<file path="config.mk">
export PLATFORM = sky130hd
export DESIGN_NAME = i2s_lock_sequencer
export DESIGN_NICKNAME = d
export VERILOG_FILES = /design/src/rtl/i2s_lock_sequencer.sv
export SDC_FILE = /design/constraint.sdc
export NUM_CORES = 1
export LEC_CHECK = 0
export BUFFER_PORTS_ARGS = -buffer_cell sky130_fd_sc_hd__buf_2
export CORE_ASPECT_RATIO = 0.6
export CORE_UTILIZATION = 40
export DETAILED_ROUTE_END_ITERATION = 10
export GPL_TIMING_DRIVEN = 0
export PLACE_DENSITY = 0.54
export SYNTH_ARGS = -nofsm -noshare
export SYNTH_HDL_FRONTEND = slang
export SYNTH_SLANG_ARGS = --single-unit
export TNS_END_PERCENT = 50
</file>
<file path="constraint.sdc">
create_clock -name BCK -period 3.24 [get_ports BCK]
set_input_delay 0.324 -clock BCK [delete_from_list [all_inputs] [get_ports BCK]]
set_output_delay 0.324 -clock BCK [all_outputs]
set_load 0.03 [all_outputs]
</file>
<file path="src/rtl/i2s_lock_sequencer.sv">
// i2s_lock_sequencer: qualifies I2S LRCK framing and sequences enable/mute of the PCM1702 datapath
module i2s_lock_sequencer #(
  parameter int LOCK_FRAMES   = 16,
  parameter int UNMUTE_FRAMES = 256
) (
  input  logic       BCK,
  input  logic       RST,
  input  logic       LRCK,
  output logic       EN_OUT,
  output logic       MUTE,
  output logic       LED1,
  output logic       WORD64,
  output logic [6:0] FRAME_LEN
);
  localparam logic [7:0]  LP_LOCK   = 8'(LOCK_FRAMES);
  localparam logic [15:0] LP_UNMUTE = 16'(UNMUTE_FRAMES);
  typedef enum logic [1:0] {IDLE, ACQUIRE, SETTLE, RUN} state_t;
  state_t      r_state, w_state_nxt;
  logic        r_lrck_q, r_lrck_q2, r_rise_seen, r_to_fired;
  logic [6:0]  r_bck_cnt, r_rise_pos, r_ref_len, w_ref_nxt;
  logic [7:0]  r_good_cnt, w_good_nxt, w_len;
  logic [15:0] r_frame_cnt, w_frame_nxt;
  logic        w_word64_nxt, w_fall, w_rise, w_valid, w_same, w_good, w_timeout;
  assign w_fall    = r_lrck_q2 & ~r_lrck_q;
  assign w_rise    = ~r_lrck_q2 & r_lrck_q;
  assign w_len     = {1'b0, r_bck_cnt} + 8'd1;
  assign w_valid   = ((w_len == 8'd48) || (w_len == 8'd64)) && r_rise_seen &&
                     (({1'b0, r_rise_pos} + 8'd1) == {1'b0, w_len[7:1]});
  assign w_same    = w_len == {1'b0, r_ref_len};
  assign w_good    = w_valid & w_same;
  assign w_timeout = (r_bck_cnt == 7'd127) & ~w_fall & ~r_to_fired;
  // Synchronise LRCK and measure frame length, rise position and a one-shot stall timeout
  always_ff @(posedge BCK) begin
    if (RST) begin
      r_lrck_q    <= 1'b0;
      r_lrck_q2   <= 1'b0;
      r_bck_cnt   <= 7'd0;
      r_rise_pos  <= 7'd0;
      r_rise_seen <= 1'b0;
      r_to_fired  <= 1'b0;
      FRAME_LEN   <= 7'd0;
    end else begin
      r_lrck_q    <= LRCK;
      r_lrck_q2   <= r_lrck_q;
      r_bck_cnt   <= w_fall ? 7'd0 : ((r_bck_cnt == 7'd127) ? 7'd127 : r_bck_cnt + 7'd1);
      r_rise_pos  <= w_rise ? r_bck_cnt : r_rise_pos;
      r_rise_seen <= w_fall ? 1'b0 : (r_rise_seen | w_rise);
      r_to_fired  <= w_fall ? 1'b0 : (r_to_fired | w_timeout);
      FRAME_LEN   <= w_fall ? (w_len[7] ? 7'd127 : w_len[6:0]) : FRAME_LEN;
    end
  end
  // State, lock counters and outputs registered from the next state
  always_ff @(posedge BCK) begin
    if (RST) begin
      r_state     <= IDLE;
      r_good_cnt  <= 8'd0;
      r_frame_cnt <= 16'd0;
      r_ref_len   <= 7'd0;
      EN_OUT      <= 1'b0;
      MUTE        <= 1'b1;
      LED1        <= 1'b0;
      WORD64      <= 1'b0;
    end else begin
      r_state     <= w_state_nxt;
      r_good_cnt  <= w_good_nxt;
      r_frame_cnt <= w_frame_nxt;
      r_ref_len   <= w_ref_nxt;
      EN_OUT      <= (w_state_nxt == SETTLE) || (w_state_nxt == RUN);
      MUTE        <= w_state_nxt != RUN;
      LED1        <= w_state_nxt == RUN;
      WORD64      <= w_word64_nxt;
    end
  end
  // Next-state: qualify frames, count lock/settle frames, fall back on faults
  always_comb begin
    w_state_nxt  = r_state;
    w_good_nxt   = r_good_cnt;
    w_frame_nxt  = r_frame_cnt;
    w_ref_nxt    = r_ref_len;
    w_word64_nxt = WORD64;
    case (r_state)
      IDLE: begin
        if (w_fall) begin
          w_state_nxt = ACQUIRE;
          w_good_nxt  = 8'd0;
        end
      end
      ACQUIRE: begin
        if (w_timeout) w_state_nxt = IDLE;
        else if (w_fall) begin
          w_ref_nxt  = w_len[6:0];
          w_good_nxt = (w_valid && ((r_good_cnt == 8'd0) || w_same)) ? r_good_cnt + 8'd1 : {7'd0, w_valid};
          if (w_good_nxt == LP_LOCK) begin
            w_state_nxt  = SETTLE;
            w_frame_nxt  = 16'd0;
            w_word64_nxt = w_ref_nxt == 7'd64;
          end
        end
      end
      SETTLE: begin
        if (w_timeout) w_state_nxt = IDLE;
        else if (w_fall) begin
          if (w_good) begin
            w_frame_nxt = r_frame_cnt + 16'd1;
            if (w_frame_nxt == LP_UNMUTE) w_state_nxt = RUN;
          end else begin
            w_state_nxt = ACQUIRE;
            w_good_nxt  = 8'd0;
          end
        end
      end
      RUN: begin
        if (w_timeout) w_state_nxt = IDLE;
        else if (w_fall && !w_good) begin
          w_state_nxt = ACQUIRE;
          w_good_nxt  = 8'd0;
        end
      end
      default: w_state_nxt = IDLE;
    endcase
    if (w_state_nxt == IDLE) w_word64_nxt = 1'b0;
  end
endmodule

</file>
==> reports/qor.txt <==
status: completed
post-detail-place hpwl: 6620 um
top cells by count, synth: sky130_fd_sc_hd__dfxtp_1 (61), sky130_fd_sc_hd__nor2_1 (48), sky130_fd_sc_hd__nand3_1 (31)
first-pass GRT wire length: 15,200 um
worst skew pair latency: 330 ps
number of synthesis warnings: 0
share of flip-flops with an asynchronous set or reset after synthesis: 0%
crit path time final: 3090 ps
EDFF count, synth: 0
wirelength, routed: 9160 um
sequential fraction of the synthesis area: 35.0%
effective utilization at floorplan: 42.7%
final-report hold violation count: 0
Fill cells: 815
biggest area consumer among synthesized cells: sky130_fd_sc_hd__dfxtp_1
worst endpoint required time: 3420 ps
top area cells in the synthesized netlist: sky130_fd_sc_hd__dfxtp_1 (35%), sky130_fd_sc_hd__nor2_1 (5.2%), sky130_fd_sc_hd__nand3_1 (4.4%), sky130_fd_sc_hd__a21oi_1 (4.3%), sky130_fd_sc_hd__nand2_1 (3.0%)
final-report max-slew violation count: 0
GRT Resource Usage Total: 22.3%
maximum achievable frequency: 324 MHz
Leakage: 1.39 nW
post-layout utilization of the core: 50.1%
post-synth top area share: 35.0%
part of the cycle the worst path needs: 95.4%
worst flop-to-flop path endpoint: WORD64$_SDFFE_PP0P_
drt initial violations: 318
final setup violation count: 0
Total Power Consumption: 1.90 mW
Layout Skew: 2.69 ps
routed length per placed instance: 16.2 um
Worst Tran Pin Value: 652 ps
fraction of final layout cells sized beyond drive strength 1: 13.5%
I/O pin cnt: 14
synthesized cell area: 0.00349 sq mm
type of destination of the critical path: flop
number of clock sinks: 61
Mapped Nets: 434
final routed DRC violation total: 0
via count of the routed design: 3,148
startpoint type of the worst setup path: flop
IR drop worst, VDD: 0.232 mV
Routed Antenna Nets: 0
data arrival time of the critical path: 3270 ps
vertical die dimension: 74.4 um
worst reg-to-reg path cell count: 12
post-synth cell types: 53
Final nets: 462
Mapped Cells: 426
Clock Tree Root: sky130_fd_sc_hd__clkbuf_16
Top FF cell, synth: sky130_fd_sc_hd__dfxtp_1
RSZ-0062 raised after global routing: no
TritonRoute pass-1 iters: 4
PortBufs: 12
number of global-route vias before repair: 2,785
GPL Wtd Cong: 0.826
width of the die: 123 um
critical path fanouts, max: 9
total CTS buffers: 9
worst setup path class: flop to flop
reg-to-reg critical path startpoint: r_bck_cnt[1]$_SDFF_PP0_
area of the placeable core: 0.00816 sq mm
Slew Limit Headroom: 56.5%
number of antenna violations at the first check in global routing: 0
clock edge transition at the registers on the reported setup and hold paths: 50 ps
max-cap check violation count: 0
post-synthesis to final-layout area growth: 17.1%
hold-fix buffers at CTS: 0
total gr overflow: 0
diode insertion count for antenna repair: 0
Post-Syn Area per Cell: 8.19 sq um
clock tree from TritonCTS: done
Hold Path Class: primary input to flop
cell area power density: 465 mW/mm^2
number of H-tree levels: 3
most common cell in the synthesized netlist: sky130_fd_sc_hd__dfxtp_1
Cell Rows: 25
capture point of the critical path: WORD64$_SDFFE_PP0P_
overall die area: 0.00911 sq mm
launching element of the worst setup path: r_bck_cnt[1]$_SDFF_PP0_
Max Root-Sink Buffers: 2
register bit total from synthesis: 61
post-detailed-route via-to-cell ratio: 5.55
pin count of the biggest net entering global routing: 12
Worst R2R Setup Slack: 150 ps
[flip-flops by register name (all words and copies together) (netlist names)]
register / flops
r_lrck_q2: 1
r_ref_len: 7
r_rise_seen: 1
MUTE: 1
WORD64: 1
r_lrck_q: 1
r_frame_cnt: 16
FRAME_LEN: 7
r_rise_pos: 7
r_good_cnt: 8
r_state: 1
r_to_fired: 1
LED1: 1
r_bck_cnt: 7
EN_OUT: 1
[how the worst min path moves through the flow]
stage / endpoint / start / cells after the start
after floorplan: r_to_fired$_SDFF_PP0_ / r_to_fired$_SDFF_PP0_ / 2
final: r_lrck_q$_SDFF_PP0_ / LRCK / 2
after CTS: r_lrck_q$_SDFF_PP0_ / LRCK / 2
after global placement: r_good_cnt[7]$_SDFFE_PP0P_ / r_good_cnt[7]$_SDFFE_PP0P_ / 2
after detailed placement: WORD64$_SDFFE_PP0P_ / WORD64$_SDFFE_PP0P_ / 2
after global routing: r_lrck_q$_SDFF_PP0_ / LRCK / 2
[placed cells by master (no fill, tap or decap), drive strengths merged, types with 2 or more instances in the layout]
cell	count
a211oi	14
a21oi	30
a311oi	11
a31oi	17
a41oi	2
and2	5
and3	9
and3b	3
and4	2
buf	27
bufinv	2
clkbuf	32
clkinv	3
clkinvlp	2
dfxtp	61
ha	5
inv	9
mux2i	9
nand2	28
nand2b	15
nand3	31
nand3b	3
nand4	7
nor2	48
nor2b	6
nor3	14
nor3b	3
nor4	4
o21ai	7
o221ai	2
o31ai	7
or3	5
xnor2	13
xor2	11
[per-layer routing]
layer  wire length (um)  global-route usage [%]  vias up
met5                  0                       0        -
met2               3350                    27.2       92
li1                   -                       -     1606
met4                 64                    6.10        0
met3                706                    7.21        6
met1               5040                    35.4     1444
[cells by family after synthesis]
logic type | after synthesis | share of synthesized area (%)
xor+xnor | 24 | 6.56
flops | 61 | 35.0
compound gates | 100 | 20.1
fa+ha+maj | 5 | 1.79
mux | 9 | 2.58
buf+inv | 42 | 5.81
simple gates | 185 | 28.1
[final cells by class]
cell class                      count  area (sq um)  area share (%)
Multi-Input combinational cell    323          2110            51.6
Sequential cell                    61          1220            30.0
Clock buffer                        9           225            5.51
Buffer                             33           171            4.19
Tap cell                          108           135            3.31
Timing Repair Buffer               17          97.6            2.39
Clock inverter                      7          90.1            2.20
Inverter                            9          33.8           0.826
[critical path: stages, from the launching register on]
cell and delay [ps]:
sky130_fd_sc_hd__dfxtp_4 380, sky130_fd_sc_hd__ha_1 200, sky130_fd_sc_hd__buf_6 140, sky130_fd_sc_hd__and3_4 170, sky130_fd_sc_hd__buf_6 130, sky130_fd_sc_hd__a32oi_1 190, sky130_fd_sc_hd__o2111ai_1 170, sky130_fd_sc_hd__nor4_4 310
sky130_fd_sc_hd__buf_4 200, sky130_fd_sc_hd__a31oi_4 70, sky130_fd_sc_hd__or4_4 560, sky130_fd_sc_hd__a211oi_4 290, sky130_fd_sc_hd__a221oi_1 120
[per-stage QoR]
stage                     hold WS, ps  setup TNS, ps  worst slack (ps)  cells  cell area, sq um
after floorplan                   431              0               400    426              3490
after global placement            489          -2230              -157    546              3680
after detailed placement          489          -2880              -193    546              3680
after CTS                         190              0              11.1    564              4030
after global routing              218              0              8.90    567              4090
final                             203              0               149    567              4090
[report_power, final]
group	switching (mW)	total [mW]	internal [mW]
clock network	0.345	1.01	0.668
registers	0.0123	0.775	0.763
logic	0.0724	0.110	0.0378
total	0.430	1.90	1.47
[repair_timing]
action,4_1_cts,5_1_grt
resized for setup,4,8
pin swaps,2,4
setup endpoints to repair,25,23
setup buffers,2,3
No activity file was read; power rests on OpenSTA's default activity.
